File: src/rtl/regfile_shift_src.sv
// Three-read / one-write register file (R0..NREGS-1) feeding the operand-2 shifter path.
// Reads of address 15 return the external PC+8 (R15 input). The array is RAM-mapped and
// carries no reset, so after reset an INIT sequencer clears it through the single write
// port, one register per clock. Reads are forced to zero until that sequence finishes.
// Optional feature: define REGFILE_BYPASS_EN for same-cycle write-through on all read ports.
module regfile_shift_src #(
  parameter int unsigned      WIDTH      = 32,
  parameter int unsigned      NREGS      = 15,
  parameter logic [WIDTH-1:0] INIT_VALUE = '0
) (
  input  logic             clk,
  input  logic             reset,
  input  logic             WE3,
  input  logic [3:0]       WA3,
  input  logic [WIDTH-1:0] WD3,
  input  logic [3:0]       RA1,
  input  logic [3:0]       RA2,
  input  logic [3:0]       RA3,
  input  logic [WIDTH-1:0] R15,
  output logic [WIDTH-1:0] RD1,
  output logic [WIDTH-1:0] RD2,
  output logic [WIDTH-1:0] RD3,
  output logic             ready
);

  localparam int unsigned    CntW    = (NREGS > 1) ? $clog2(NREGS) : 1;
  localparam logic [4:0]     NRegsA  = 5'(NREGS);
  localparam logic [CntW-1:0] CntLast = CntW'(NREGS - 1);

  typedef enum logic [0:0] {StInit, StRun} state_e;

  state_e            state_q, state_d;
  logic [CntW-1:0]   init_cnt_q, init_cnt_d;
  logic [WIDTH-1:0]  mem_q [NREGS];

  logic              mem_we;
  logic [3:0]        mem_wa;
  logic [WIDTH-1:0]  mem_wd;

  logic [3:0]        ra [3];
  logic [WIDTH-1:0]  rd [3];

  // Next-state and write-port steering: INIT owns the port, RUN hands it to WE3/WA3/WD3.
  always_comb begin
    state_d    = state_q;
    init_cnt_d = init_cnt_q;
    mem_we     = 1'b0;
    mem_wa     = WA3;
    mem_wd     = WD3;
    unique case (state_q)
      StInit: begin
        mem_we = 1'b1;
        mem_wa = 4'(init_cnt_q);
        mem_wd = INIT_VALUE;
        // Counter parks on the last index; it never wraps.
        if (init_cnt_q == CntLast) begin
          state_d = StRun;
        end else begin
          init_cnt_d = init_cnt_q + CntW'(1);
        end
      end
      StRun: begin
        // Writes to 15 (the PC) or beyond the array are dropped.
        mem_we = WE3 && ({1'b0, WA3} < NRegsA);
      end
      default: state_d = StInit;
    endcase
  end

  // State register with synchronous reset back into INIT.
  always_ff @(posedge clk) begin
    if (reset) begin
      state_q    <= StInit;
      init_cnt_q <= '0;
    end else begin
      state_q    <= state_d;
      init_cnt_q <= init_cnt_d;
    end
  end

  // Array write port; no reset on the storage itself.
  always_ff @(posedge clk) begin
    if (mem_we && !reset) begin
      mem_q[mem_wa] <= mem_wd;
    end
  end

  assign ready = (state_q == StRun);

  assign ra[0] = RA1;
  assign ra[1] = RA2;
  assign ra[2] = RA3;

  // Combinational read ports: zero until ready, R15 for address 15, else array (or bypass).
  always_comb begin
    for (int p = 0; p < 3; p++) begin
      rd[p] = '0;
      if (ready) begin
        if (ra[p] == 4'hF) begin
          rd[p] = R15;
        end else if ({1'b0, ra[p]} < NRegsA) begin
          rd[p] = mem_q[ra[p]];
        end
`ifdef REGFILE_BYPASS_EN
        if (WE3 && (WA3 == ra[p]) && ({1'b0, WA3} < NRegsA)) begin
          rd[p] = WD3;
        end
`endif
      end
    end
  end

  assign RD1 = rd[0];
  assign RD2 = rd[1];
  assign RD3 = rd[2];

endmodule

File: config.mk
export PLATFORM = sky130hd
export DESIGN_NAME = regfile_shift_src
export DESIGN_NICKNAME = d
export VERILOG_FILES = /design/src/rtl/regfile_shift_src.sv
export SDC_FILE = /design/constraint.sdc
export NUM_CORES = 1
export LEC_CHECK = 0
export BUFFER_PORTS_ARGS = -buffer_cell sky130_fd_sc_hd__buf_2
export CORE_ASPECT_RATIO = 0.75
export CORE_UTILIZATION = 45
export DETAILED_ROUTE_END_ITERATION = 10
export HOLD_SLACK_MARGIN = 0.12
export PLACE_DENSITY = 0.67
export SYNTH_ARGS = -nofsm -noshare
export SYNTH_HDL_FRONTEND = slang
export SYNTH_SLANG_ARGS = --single-unit
File: constraint.sdc
create_clock -name clk -period 4.5 [get_ports clk]
set_input_delay 0.675 -clock clk [delete_from_list [all_inputs] [get_ports clk]]
set_output_delay 0.675 -clock clk [all_outputs]
set_load 0.05 [all_outputs]
==> metrics.md <==
| Metric | Value |
|---|---|
| Critical path capture point type | `output port` |
| Cts bufs inserted | `about 50` |
| Synthesis Warnings | `0` |
| RSZ-0062 raised after global routing | `false` |
| Pwr Density | `between 300 and 400 mW/mm^2` |
| Top Ports | `180` |
| Avg WL per Cell | `between 30 and 40 um` |
| Critical Path RT | `roughly 3.8 ns` |
| Worst Hold Class | `primary input to register` |
| Largest net degree at the start of global routing | `a little under 80` |
| Synth Area in Compound Gates | `13.73%` |
| Vias in the first global route | `~21,000` |
| CTS tree | `yes` |
| Most frequent cell after synthesis | `edfxtp_1` |
| Synth cell count leaders | `480 x edfxtp_1, 321 x o21ai_0, 286 x mux2i_1` |
| Top cells by area, synth | `edfxtp_1 51%, mux4_2 13%, mux2i_1 10%` |
| DP Wirelength | `slightly below 60 mm` |
| Xor and xnor area share after synthesis | `less than 1%` |
| Clock transition at the registers of the reported paths | `about 0.06 ns` |
| Port Buf Inserts | `~180` |
| Final Non-Filler Cells | `~3,100` |
| Max-slew headroom | `about two fifths` |
| Filler Cell Count | `a little over 5,000` |
| Final hold violations | `0` |
| Core box area | `about 0.062 mm^2` |
| Top-area cell type share of the netlist area | `50.66%` |
| Synth Cell Area | `between 0.02 and 0.03 mm^2` |
| CP Max Fanout | `between 60 and 70` |
| Fin crit share | `about 87%` |
| Clk root buf | `clkbuf_16` |
| Drc violations | `0` |
| Skew-Pair Late Insertion Delay | `0.60 ns` |
| Max Fclk | `254.5 MHz` |
| Final hold slack | `between 0.3 and 0.4 ns` |
| Mux contribution to synthesized area | `roughly a quarter` |
| Final WL | `around 100 mm` |
| Starting DRC count in detailed routing | `between 3,000 and 4,000` |
| Syn avg cell area | `13.34 um^2` |
| Largest family of logic cells by synthesized area | `multiplexers` |
| Clk sink count | `485` |
| DR pass1 iterations | `6` |
| Post-DRT Antenna Nets | `0` |
| Area Growth Syn to Fin | `12.93%` |
| Yosys reg bits | `roughly 490` |
| Fin crit period | `between 3 and 4 ns` |
| Total GRT Usage | `between 20 and 30%` |
| First-pass GRT wire length | `around 140 mm` |
| Vias | `around 21,000` |
| Leakage power total | `11.32 nW` |
| Top FF cell, synth | `edfxtp_1` |
| Layout cells sized above 1 | `between 20% and 30%` |
| Slew Viols, Final | `0` |
| Post-CTS Hold Buffers | `0` |
| Maximum VDD drop | `approximately 360 uV` |
| Initial Utilization | `between 40 and 50%` |
| Startpoint types | `primary input` |
| Setup WS pre-CTS | `approximately 0.76 ns` |
| Post-synthesis async set-or-reset flop share | `0%` |
| CTS resizes | `0` |
| Syn nets | `between 2,000 and 2,500` |
| Synth Instances | `approximately 2,100` |
| # rows | `79` |
| Htree depth | `2` |
| Vias per cell | `between 6 and 7` |
| Die Height | `roughly 220 um` |
| Setup-failing EPs final | `0` |
| Outcome | `finished, final reports clean` |
| Initial antenna violation count | `1` |
| Synthesized-area fraction occupied by adder cells | `less than 1%` |
| Sequential fraction of the synthesis area | `between 50% and 60%` |
| Placed cells | `3,001` |
| Critical Path AT | `around 3.3 ns` |
| WS Path Type | `primary input to output port` |
| Max-cap viol count | `0` |
| Simple-gate portion of the synthesized area | `5.238%` |
| Total negative setup slack | `0 ns` |
| Skew final | `0.01080 ns` |
| Synth area leader | `edfxtp_1` |
| Die area | `~0.064 mm^2` |
| GRT overflow | `0` |
| Slew at the pin with the worst max-slew slack | `0.9248 ns` |
| Die width | `between 200 and 300 um` |
| Nets@finish | `2,329` |
| EDFF count, synth | `between 400 and 500` |
| Setup Buffers After CTS | `0` |
| GP Congestion | `0.8775` |
| Worst setup margin | `0.5713 ns` |
| Clock tree buffer depth | `3` |
| Post-synth cell types | `63` |
==> placed cells by master (no fill, tap or decap), drive strengths merged, types with 32 or more instances in the layout <==
cell type,count
inv,38
mux2,55
clkbuf,61
buf,259
o21ai,337
and2,32
mux2i,286
a221oi,66
a211oi,89
edfxtp,480
nand2,99
mux4,167
==> logic make-up after synthesis <==
group | Yosys count
fa+ha+maj | 2
xor+xnor | 2
compound gates | 611
buf+inv | 238
simple gates | 286
mux | 508
flops | 485
==> final timing paths <==
kind                      start            end  slack (ns)  depth (start not counted)
hold reg to reg   init_cnt_q[1]  init_cnt_q[1]        0.60                          2
hold / removal            reset          ready        0.34                          2
setup reg to reg          ready   mem_q[0][20]        1.23                          5
setup / recovery         RA2[0]        RD2[20]        0.57                          7
==> report_power, final <==
group,internal [mW],switching [mW],total [mW]
sequential,4.96,0.0358,4.99
combinational,0.447,0.692,1.14
clock,2.77,1.83,4.60
==> layout make-up <==
| cell class | instances | area, um^2 | share of cell area, % |
|---|---|---|---|
| Antenna cell | 1 | 2.502 | 0.007788 |
| Clock buffer | 61 | 1356 | 4.221 |
| Clock inverter | 33 | 446.7 | 1.390 |
| Inverter | 38 | 142.6 | 0.4439 |
| Multi-Input combinational cell | 1409 | 12800 | 39.84 |
| Sequential cell | 485 | 14520 | 45.18 |
| Tap cell | 810 | 1013 | 3.154 |
| Timing Repair Buffer | 259 | 1849 | 5.756 |
==> per-layer routing <==
layer	vias to the layer above	share of wire, %	routed length [um]	track usage [%]
met1	10571	38	36900	40.81
met3	299	13	12780	6.999
li1	8875	-	-	-
met4	0	4.8	4715	14.36
met5	-	0	0	0
met2	1644	44	43020	45.44
==> flip-flops by register name, indices dropped and copies added, names as in the netlist <==
signal,flops
ready,1
mem_q,480
init_cnt_q,4
==> metrics by stage <==
step / total power [mW] / utilization (%) / instance area [um^2]
6_report: 10.74 / 51.60 / 32130
5_1_grt: 10.99 / 51.59 / 32130
4_1_cts: 10.74 / 51.59 / 32130
3_5_place_dp: 6.196 / 48.70 / 30320
3_3_place_gp: 6.180 / 48.70 / 30320
2_1_floorplan: 5.832 / - / 28450
==> worst max-delay path: stages <==
cell and delay, ns:
buf_8 0.49, or2_2 0.63, buf_4 0.33, o21ai_0 0.10, a221oi_1 0.60, a211oi_1 0.09
buf_2 0.26
Power figures use the tool's default switching activity.
